===== src/rtl/edge_pulser_pkg.sv =====
// Shared types and constants for the edge_pulser block.
// Debounce counter width DB_W is sized for DB_CYCLES up to 65535.
package edge_pulser_pkg;

  typedef enum logic [1:0] {
    MODE_OFF  = 2'b00,
    MODE_RISE = 2'b01,
    MODE_FALL = 2'b10,
    MODE_BOTH = 2'b11
  } edge_mode_t;

  localparam int unsigned DB_W = 16;

  // A transition is reported when its direction is enabled by the mode.
  function automatic logic edge_hit(input edge_mode_t m, input logic f, input logic p);
    logic rise_en;
    logic fall_en;
    rise_en = (m == MODE_RISE) || (m == MODE_BOTH);
    fall_en = (m == MODE_FALL) || (m == MODE_BOTH);
    return (f & ~p & rise_en) | (~f & p & fall_en);
  endfunction

endpackage


===== src/rtl/edge_pulser_ch.sv =====
// One edge_pulser channel: synchronizer, optional debounce, edge decode, sticky flag.
// EDGE_PULSER_DEBOUNCE_EN adds a stability counter in front of the filtered level.
module edge_pulser_ch
  import edge_pulser_pkg::*;
#(
  parameter int SYNC_STAGES = 2
`ifdef EDGE_PULSER_DEBOUNCE_EN
  ,
  parameter int DB_CYCLES   = 16
`endif
) (
  input  logic       clk,
  input  logic       rst,
  input  logic       din,
  input  logic [1:0] mode,
  input  logic       clr,
  output logic       pulse,
  output logic       sticky
);

  logic [SYNC_STAGES-1:0] sync_q, sync_d;
  logic                   f_q, f_d;
  logic                   p_q, p_d;
  logic                   sticky_q, sticky_d;
  logic                   s;

  always_comb begin
    sync_d    = sync_q;
    sync_d[0] = din;
    for (int unsigned i = 1; i < SYNC_STAGES; i++) begin
      sync_d[i] = sync_q[i-1];
    end
  end

  assign s = sync_q[SYNC_STAGES-1];

`ifdef EDGE_PULSER_DEBOUNCE_EN
  logic [DB_W-1:0] cnt_q, cnt_d;

  // f follows s only once s has disagreed for DB_CYCLES counted cycles plus the load cycle.
  always_comb begin
    cnt_d = '0;
    f_d   = f_q;
    if (s != f_q) begin
      if (cnt_q == DB_W'(DB_CYCLES)) begin
        f_d = s;
      end else begin
        cnt_d = cnt_q + 1'b1;
      end
    end
  end

  always_ff @(posedge clk or posedge rst) begin
    if (rst) begin
      cnt_q <= '0;
    end else begin
      cnt_q <= cnt_d;
    end
  end
`else
  always_comb begin
    f_d = s;
  end
`endif

  always_comb begin
    p_d      = f_q;
    pulse    = edge_hit(edge_mode_t'(mode), f_q, p_q);
    sticky_d = sticky_q;
    if (pulse) begin
      sticky_d = 1'b1;
    end else if (clr) begin
      sticky_d = 1'b0;
    end
  end

  always_ff @(posedge clk or posedge rst) begin
    if (rst) begin
      sync_q   <= '0;
      f_q      <= 1'b0;
      p_q      <= 1'b0;
      sticky_q <= 1'b0;
    end else begin
      sync_q   <= sync_d;
      f_q      <= f_d;
      p_q      <= p_d;
      sticky_q <= sticky_d;
    end
  end

  assign sticky = sticky_q;

endmodule


===== src/rtl/edge_pulser.sv =====
// Multi-channel edge detector with per-channel mode select and sticky flags.
// Define EDGE_PULSER_DEBOUNCE_EN to enable per-channel debounce of DB_CYCLES.
module edge_pulser
  import edge_pulser_pkg::*;
#(
  parameter int NCH         = 4,
  parameter int SYNC_STAGES = 2,
  parameter int DB_CYCLES   = 16
) (
  input  logic               clk,
  input  logic               rst,
  input  logic [NCH-1:0]     din,
  input  logic [2*NCH-1:0]   mode,
  input  logic [NCH-1:0]     clr,
  output logic [NCH-1:0]     pulse,
  output logic [NCH-1:0]     sticky,
  output logic               any_pulse
);

  if (NCH < 1 || NCH > 32 || SYNC_STAGES < 1 || SYNC_STAGES > 4 ||
      DB_CYCLES < 2 || DB_CYCLES > 65535) begin : g_param_err
    $error("edge_pulser: parameter out of range");
  end

  for (genvar g = 0; g < NCH; g++) begin : g_ch
    edge_pulser_ch #(
      .SYNC_STAGES (SYNC_STAGES)
`ifdef EDGE_PULSER_DEBOUNCE_EN
      ,
      .DB_CYCLES   (DB_CYCLES)
`endif
    ) u_ch (
      .clk    (clk),
      .rst    (rst),
      .din    (din[g]),
      .mode   (mode[2*g +: 2]),
      .clr    (clr[g]),
      .pulse  (pulse[g]),
      .sticky (sticky[g])
    );
  end

  assign any_pulse = |pulse;

endmodule

===== config.mk =====
export PLATFORM = sky130hd
export DESIGN_NAME = edge_pulser
export DESIGN_NICKNAME = d
export VERILOG_FILES = /design/src/rtl/edge_pulser_pkg.sv /design/src/rtl/edge_pulser_ch.sv /design/src/rtl/edge_pulser.sv
export SDC_FILE = /design/constraint.sdc
export NUM_CORES = 1
export LEC_CHECK = 0
export ABC_AREA = 1
export BUFFER_PORTS_ARGS = -buffer_cell sky130_fd_sc_hd__buf_2
export CAP_MARGIN = 10
export CELL_PAD_IN_SITES_DETAIL_PLACEMENT = 1
export CELL_PAD_IN_SITES_GLOBAL_PLACEMENT = 2
export CORE_MARGIN = 2
export CORE_UTILIZATION = 26
export DETAILED_ROUTE_END_ITERATION = 7
export GPL_ROUTABILITY_DRIVEN = 1
export PLACE_DENSITY = 0.84
export SLEW_MARGIN = 10
export SYNTH_ARGS = -nofsm -noshare
export SYNTH_HDL_FRONTEND = slang
export SYNTH_SLANG_ARGS = --single-unit

===== constraint.sdc =====
create_clock -name clk -period 0.8 [get_ports clk]
set_input_delay 0.12 -clock clk [delete_from_list [all_inputs] [get_ports clk]]
set_output_delay 0.12 -clock clk [all_outputs]
set_load 0.005 [all_outputs]

==> key figures, run 1 <==
Run status
  – Outcome: finished, violations left
  – Failing checks: negative setup slack

Detailed routing
  – Router iterations before antenna repair: 2
  – Vias: 510
  – Number of routed nets with antenna violations: 0
  – Per-cell routed wire length: 10.78 um
  – Routed WL: 1326 um
  – # DRC: 0
  – Avg Vias per Cell: 4.146
  – Initial drt markers: 2

Critical path
  – Kind of critical path: flop to primary output
  – Worst setup SP type: flop
  – R2R Path Start: g_ch[2].u_ch.p_q
  – Worst Reg-to-Reg Cells: 3
  – Reg2Reg Setup Slack: -80 ps
  – Crit end category: primary output
  – CP arrival: 1200 ps
  – R2R Path End: g_ch[2].u_ch.sticky
  – Crit Path Max Fanout: 3
  – Critical Path RT: 680 ps

Yosys
  – Synth Instances: 59
  – Largest family of logic cells by synthesized area: buffers and inverters
  – Synth Area in Compound Gates: 0.04145
  – Simple-gate share of the synthesized area: 0.1226
  – Avg Inst Size Synth: 12.28 um2
  – Synth Register Bits: 20
  – Synth Cell Area: 724.4 um2
  – Sequential area share after synthesis: 0.6908
  – Synth Area in XOR/XNOR: 0
  – Syn_nets: 77
  – Yosys cell types: 11
  – Post-synthesis mux area share: 0
  – Yosys warning count: 0
  – Adder-Cell Fraction of Synth Area: 0

Clock network
  – Htree depth: 1
  – Clock Tree Buf Depth: 2
  – Clk pin slew, worst setup/hold paths: 100 ps
  – CTS tree: done
  – Total clock sinks: 20
  – Clk root buf: clkbuf_4
  – CTS Buf Count: 3
  – Worst skew pair latency: 290 ps

Layout
  – Most frequent cells in the layout: buf_2 (24), dfrtp_1 (20), inv_1 (10)
  – Final #Nets: 111
  – Post-layout util: 0.3804
  – Final standard cell area without fillers: 1031 um2
  – Commonest non-fill, non-tap cell in the layout: buf_2
  – Fraction of layout cells with a size suffix above 1: 0.5326
  – Total inserted antenna cells: 0
  – Layout area overhead: 42.31%
  – Fin cells: 123

Floorplan
  – Initial core utilization: 0.2673
  – Site Rows: 19
  – Die area: 3225 um2
  – I/O pins: 27
  – Die W: 56.79 um
  – Core Area: 2710 um2
  – Die height: 56.79 um

STA
  – Final setup fails: 11
  – Slew headroom: 0.8938
  – Worst Clk Skew: 5.177 ps
  – Slew Limit Fails: 0
  – Min cycle time layout: 1320 ps
  – FMAX: 0.7576 GHz
  – Final worst slack: -520.0 ps
  – RSZ-0062 raised after global routing: yes
  – Final Hold Fails: 0
  – Worst-margin pin slew: 158.6 ps
  – Setup TNS: -2715 ps
  – Period Utilization, post-route: 1.650

Global routing
  – Vias in the first global route: 574
  – Gr usage total: 0.1008
  – Initial antenna violation count: 0
  – GRT overflow: 0
  – First-pass GRT wire length: 2456 um
  – Largest net degree at the start of global routing: 21

Placed design
  – IO buf count: 26
  – Post-Place Cells: 109
  – Placed Area: 858.3 um2
  – RD Place Congestion: 0.5993
  – Dpl hpwl: 1013 um

Power
  – Maximum vdd drop: 1230 uV
  – Leakage: 0.5306 nW
  – Comb pwr share: 0.133
  – Switching share of power: 0.2212
  – P per Cell Area: 1861 nW/um2
  – Internal: 0.001494 W
  – Clock Power Share: 0.290
  – Switch Pwr: 0.0004244 W
  – Sequential share of power: 0.577

Min path
  – HP Start: clr[3]
  – HP Class: primary input to flop
  – Hold path endpoint: g_ch[3].u_ch.sticky
  – Hold depth: 2

Run
  – Max_cap viols: 0
power groups by stage:
stage               registers (W)  clock network (W)  logic [W]
finish                    0.00111           0.000557   0.000255
global route              0.00112           0.000638   0.000288
global placement          0.00112                  0   0.000193
CTS                       0.00111           0.000598   0.000248
floorplan                 0.00112                  0   0.000133
detailed placement        0.00113                  0   0.000200
flip-flops by register name, indices dropped and copies added (netlist names):
signal	count
g_ch.u_ch.sync_q	8
g_ch.u_ch.f_q	4
g_ch.u_ch.p_q	4
g_ch.u_ch.sticky	4
per-stage QoR:
step                      worst slack, ps  power, W  hold WS (ps)
after global placement             -195.9  0.001312         138.1
after CTS                          -554.4  0.001952         10.40
after global routing               -629.5  0.002043         20.42
after floorplan                    -7.875  0.001249         83.83
after detailed placement           -222.0  0.001325         151.6
final                              -520.0  0.001919         24.82
cell usage after synthesis (all sizes together):
| cell type | n | share of area |
|---|---|---|
| dfrtp | 20 | 0.69 |
| nor2 | 2 | 0.014 |
| buf | 8 | 0.083 |
| nand3b | 1 | 0.010 |
| nand2 | 5 | 0.036 |
| nand3 | 7 | 0.062 |
| inv | 12 | 0.062 |
| o211ai | 4 | 0.041 |
layer usage:
layer | routed length (um) | GRT usage
met3 | 97 | 0.05069
met5 | 0 | 0
met4 | 0 | 0.009967
met2 | 727 | 0.1811
met1 | 502 | 0.1101
area by class of cell:
class	instances	area, um2
multi-input cells	19	153.9
fillers	317	1679
well taps	31	38.79
flip-flops and latches	20	500.5
repair buffers	37	256.5
inverters	12	45.04
clock buffers	4	36.28
logic make-up (layout without fill, tap and decap cells):
kind of cell,Yosys count,after routing
buffers and inverters,20,53
AOI/OAI and AO/OA,4,4
and+or+nand+nor,15,15
DFF,20,20
repair_timing:
item	in CTS	in global routing
pin swaps	2	5
setup buffers	3	1
hold buffers	6	0
gates resized for setup	6	5
endpoints found under the hold margin	25	0
setup endpoints to repair	9	12
gates cloned	0	0
critical path, stage by stage, from the launching register on:
cell and delay [ps]:
dfrtp_1 430, inv_1 70, nand3_2 70, nand2_2 60, nor2_1 100, nand2_1 70
buf_2 130
how the worst max path moves through the flow:
stage                                 from        end  slack, ps  cells past startpoint
final                     g_ch[1].u_ch.f_q  any_pulse       -520                      6
after global routing      g_ch[2].u_ch.f_q  any_pulse       -630                      5
after CTS                 g_ch[0].u_ch.f_q  any_pulse       -550                      6
after detailed placement  g_ch[0].u_ch.f_q  any_pulse       -220                      5
after global placement    g_ch[0].u_ch.f_q  any_pulse       -200                      5
after floorplan           g_ch[2].u_ch.p_q   pulse[2]         -8                      3
No activity file was read; power rests on OpenSTA's default activity.
==> run 2: changes to the inputs <==
--- a/config.mk
+++ b/config.mk
@@ -11,10 +11,11 @@
 export CELL_PAD_IN_SITES_DETAIL_PLACEMENT = 1
 export CELL_PAD_IN_SITES_GLOBAL_PLACEMENT = 2
 export CORE_MARGIN = 2
-export CORE_UTILIZATION = 26
+export CORE_UTILIZATION = 31
 export DETAILED_ROUTE_END_ITERATION = 7
 export GPL_ROUTABILITY_DRIVEN = 1
-export PLACE_DENSITY = 0.84
+export HOLD_SLACK_MARGIN = 0.08
+export PLACE_DENSITY = 0.92
 export SLEW_MARGIN = 10
 export SYNTH_ARGS = -nofsm -noshare
 export SYNTH_HDL_FRONTEND = slang
==> constraint.sdc (replaced) <==
create_clock -name clk -period 1.6 [get_ports clk]
set_input_delay 0.24 -clock clk [delete_from_list [all_inputs] [get_ports clk]]
set_output_delay 0.24 -clock clk [all_outputs]
set_load 0.005 [all_outputs]
==> run 2 against run 1 <==
  * The flow now finishes without violations
  * Non-clock buffer count down 5
  * Combinational power down 60%
  * Clock power down 50%
  * Clock skew down 2.4 ps
  * Sequential power down 50%
  * Die area down 15%
  * Register-to-register slack better by 920 ps
  * Via count down 6.3%
  * Critical endpoint unchanged
  * Largest cell class unchanged
  * Highest routed layer unchanged
==> key figures, run 2 (synthesis gave the netlist of run 1 again) <==
STA
  – Period Utilization, post-route: 0.8848
  – Slew headroom: 0.8356
  – Final Hold Fails: 0
  – Worst-margin pin slew: 246.5 ps
  – Final setup fails: 0
  – Final worst slack: 184.4 ps
  – Min cycle time layout: 1416 ps
  – Setup TNS: 0 ps
  – RSZ-0062 raised after global routing: no
  – Worst Clk Skew: 2.741 ps
  – FMAX: 0.7064 GHz
  – Slew Limit Fails: 0

Layout
  – Most frequent cells in the layout: buf_2 (26), dfrtp_1 (20), inv_1 (12)
  – Layout area overhead: 27.46%
  – Fraction of layout cells with a size suffix above 1: 0.4253
  – Largest register by flop count: g_ch.u_ch.sync_q
  – Max reg flops: 8
  – Final #Nets: 106
  – Commonest non-fill, non-tap cell in the layout: buf_2
  – Post-layout util: 0.4174
  – Fill count: 256
  – Total inserted antenna cells: 0

Critical path
  – Critical path cell sequence: nand3_1, nand2_2, nor2_1, nand2_1, buf_2
  – Worst setup SP type: flop
  – CP arrival: 1180 ps
  – CP bufs+invs: 1
  – Worst Reg-to-Reg Cells: 3
  – Worst setup endpoint: any_pulse
  – Critical Path RT: 1360 ps
  – R2R Path Start: g_ch[1].u_ch.f_q
  – Top Family by Delay on Critical Path: flip-flops
  – Crit Path Max Fanout: 3
  – R2R Path End: g_ch[1].u_ch.sticky
  – Crit end category: primary output
  – Kind of critical path: flop to primary output
  – Slowest cell on the critical path: dfrtp_1
  – Reg2Reg Setup Slack: 840 ps
  – Crit path largest cell delay: 410 ps
  – Stages on worst setup path: 5
  – Crit. Startpoint: g_ch[1].u_ch.f_q

Min path
  – HP Class: primary input to flop
  – Hold depth: 2

Clock network
  – Clock Tree Buf Depth: 2
  – # hold bufs at CTS: 5
  – Clk root buf: clkbuf_4
  – Worst skew pair latency: 290 ps
  – Clk pin slew, worst setup/hold paths: 110 ps
  – Postcts setup bufs: 0
  – Total clock sinks: 20
  – Htree depth: 1
  – CTS tree: done
  – CTS Buf Count: 3
  – Post-CTS sizing: 0

Detailed routing
  – # DRC: 0
  – Initial drt markers: 1
  – Router iterations before antenna repair: 2
  – Per-cell routed wire length: 11.48 um
  – Avg Vias per Cell: 4.157
  – Number of routed nets with antenna violations: 0
  – Routed WL: 1320 um
  – Vias: 478

Global routing
  – First-pass GRT wire length: 2139 um
  – GRT overflow: 0
  – Largest net degree at the start of global routing: 21
  – Gr usage total: 0.1098
  – Initial antenna violation count: 0
  – Vias in the first global route: 515

Placed design
  – Dpl hpwl: 960.2 um
  – RD Place Congestion: 0.5945
  – Pre-CTS setup slack: 496.4 ps
  – IO buf count: 26

Power
  – P per Cell Area: 1010 nW/um2
  – Leakage: 0.4957 nW
  – Maximum vdd drop: 511.4 uV

Floorplan
  – Site Rows: 17
  – Die area: 2739 um2
  – Die height: 52.34 um
  – Core Area: 2212 um2
  – Initial core utilization: 0.3275
  – Die W: 52.34 um
  – I/O pins: 27

Run
  – Max_cap viols: 0

Run status
  – Outcome: finished, final reports clean
[run 2: cell types whose count changed in the layout (fill, tap and decap cells not counted), sizes merged]
cell	before	now
buf	31	27
dlygate4sd3	6	5
[run 2: worst min path at each step]
stage	from	endpoint	slack [ps]
floorplan	rst	g_ch[0].u_ch.f_q	200
global placement	rst	g_ch[3].u_ch.sync_q[0]	270
detailed placement	rst	g_ch[2].u_ch.sync_q[0]	290
CTS	clr[3]	g_ch[3].u_ch.sticky	130
global route	clr[3]	g_ch[3].u_ch.sticky	120
finish	clr[3]	g_ch[3].u_ch.sticky	150
[run 2: routing by layer]
metal  GRT usage  up-vias  part of all wire
li1            -      231                 -
met1      0.1236      231              0.42
met2      0.1875       16              0.52
met3     0.03429        0             0.067
met4     0.05128        0                 0
met5           0        -                 0
[run 2: per-stage QoR]
stage	area [um2]	power, W	std cells	hold slack [ps]
2_1_floorplan	724.4	0.0006238	59	203.8
3_3_place_gp	837.1	0.0006509	106	268.7
3_5_place_dp	837.1	0.0006555	106	290.5
4_1_cts	923.4	0.0009515	115	133.6
5_1_grt	923.4	0.0009882	115	122.0
6_report	923.4	0.0009330	115	145.3
[run 2: worst register-to-register path, delay by kind of cell (launching register included)]
kind	cells	cell delay [ps]
compound gates	1	120
simple gates	1	100
flops	1	410
buf+inv	1	60
[run 2: layout make-up]
| cell class | count | area, um2 | share of cell area |
|---|---|---|---|
| sequential | 20 | 500.5 | 0.5420 |
| timing repair buffer | 32 | 187.7 | 0.2033 |
| multi-input combinational | 19 | 118.9 | 0.1287 |
| inverter | 12 | 45.04 | 0.04878 |
| clock buffer | 4 | 36.28 | 0.03930 |
| tap | 28 | 35.03 | 0.03794 |
[run 2: power breakdown]
group	switching, W	internal, W	total [W]
registers	0.0000145	0.000537	0.000551
logic	0.0000481	0.0000530	0.000101
clock network	0.000142	0.000138	0.000281
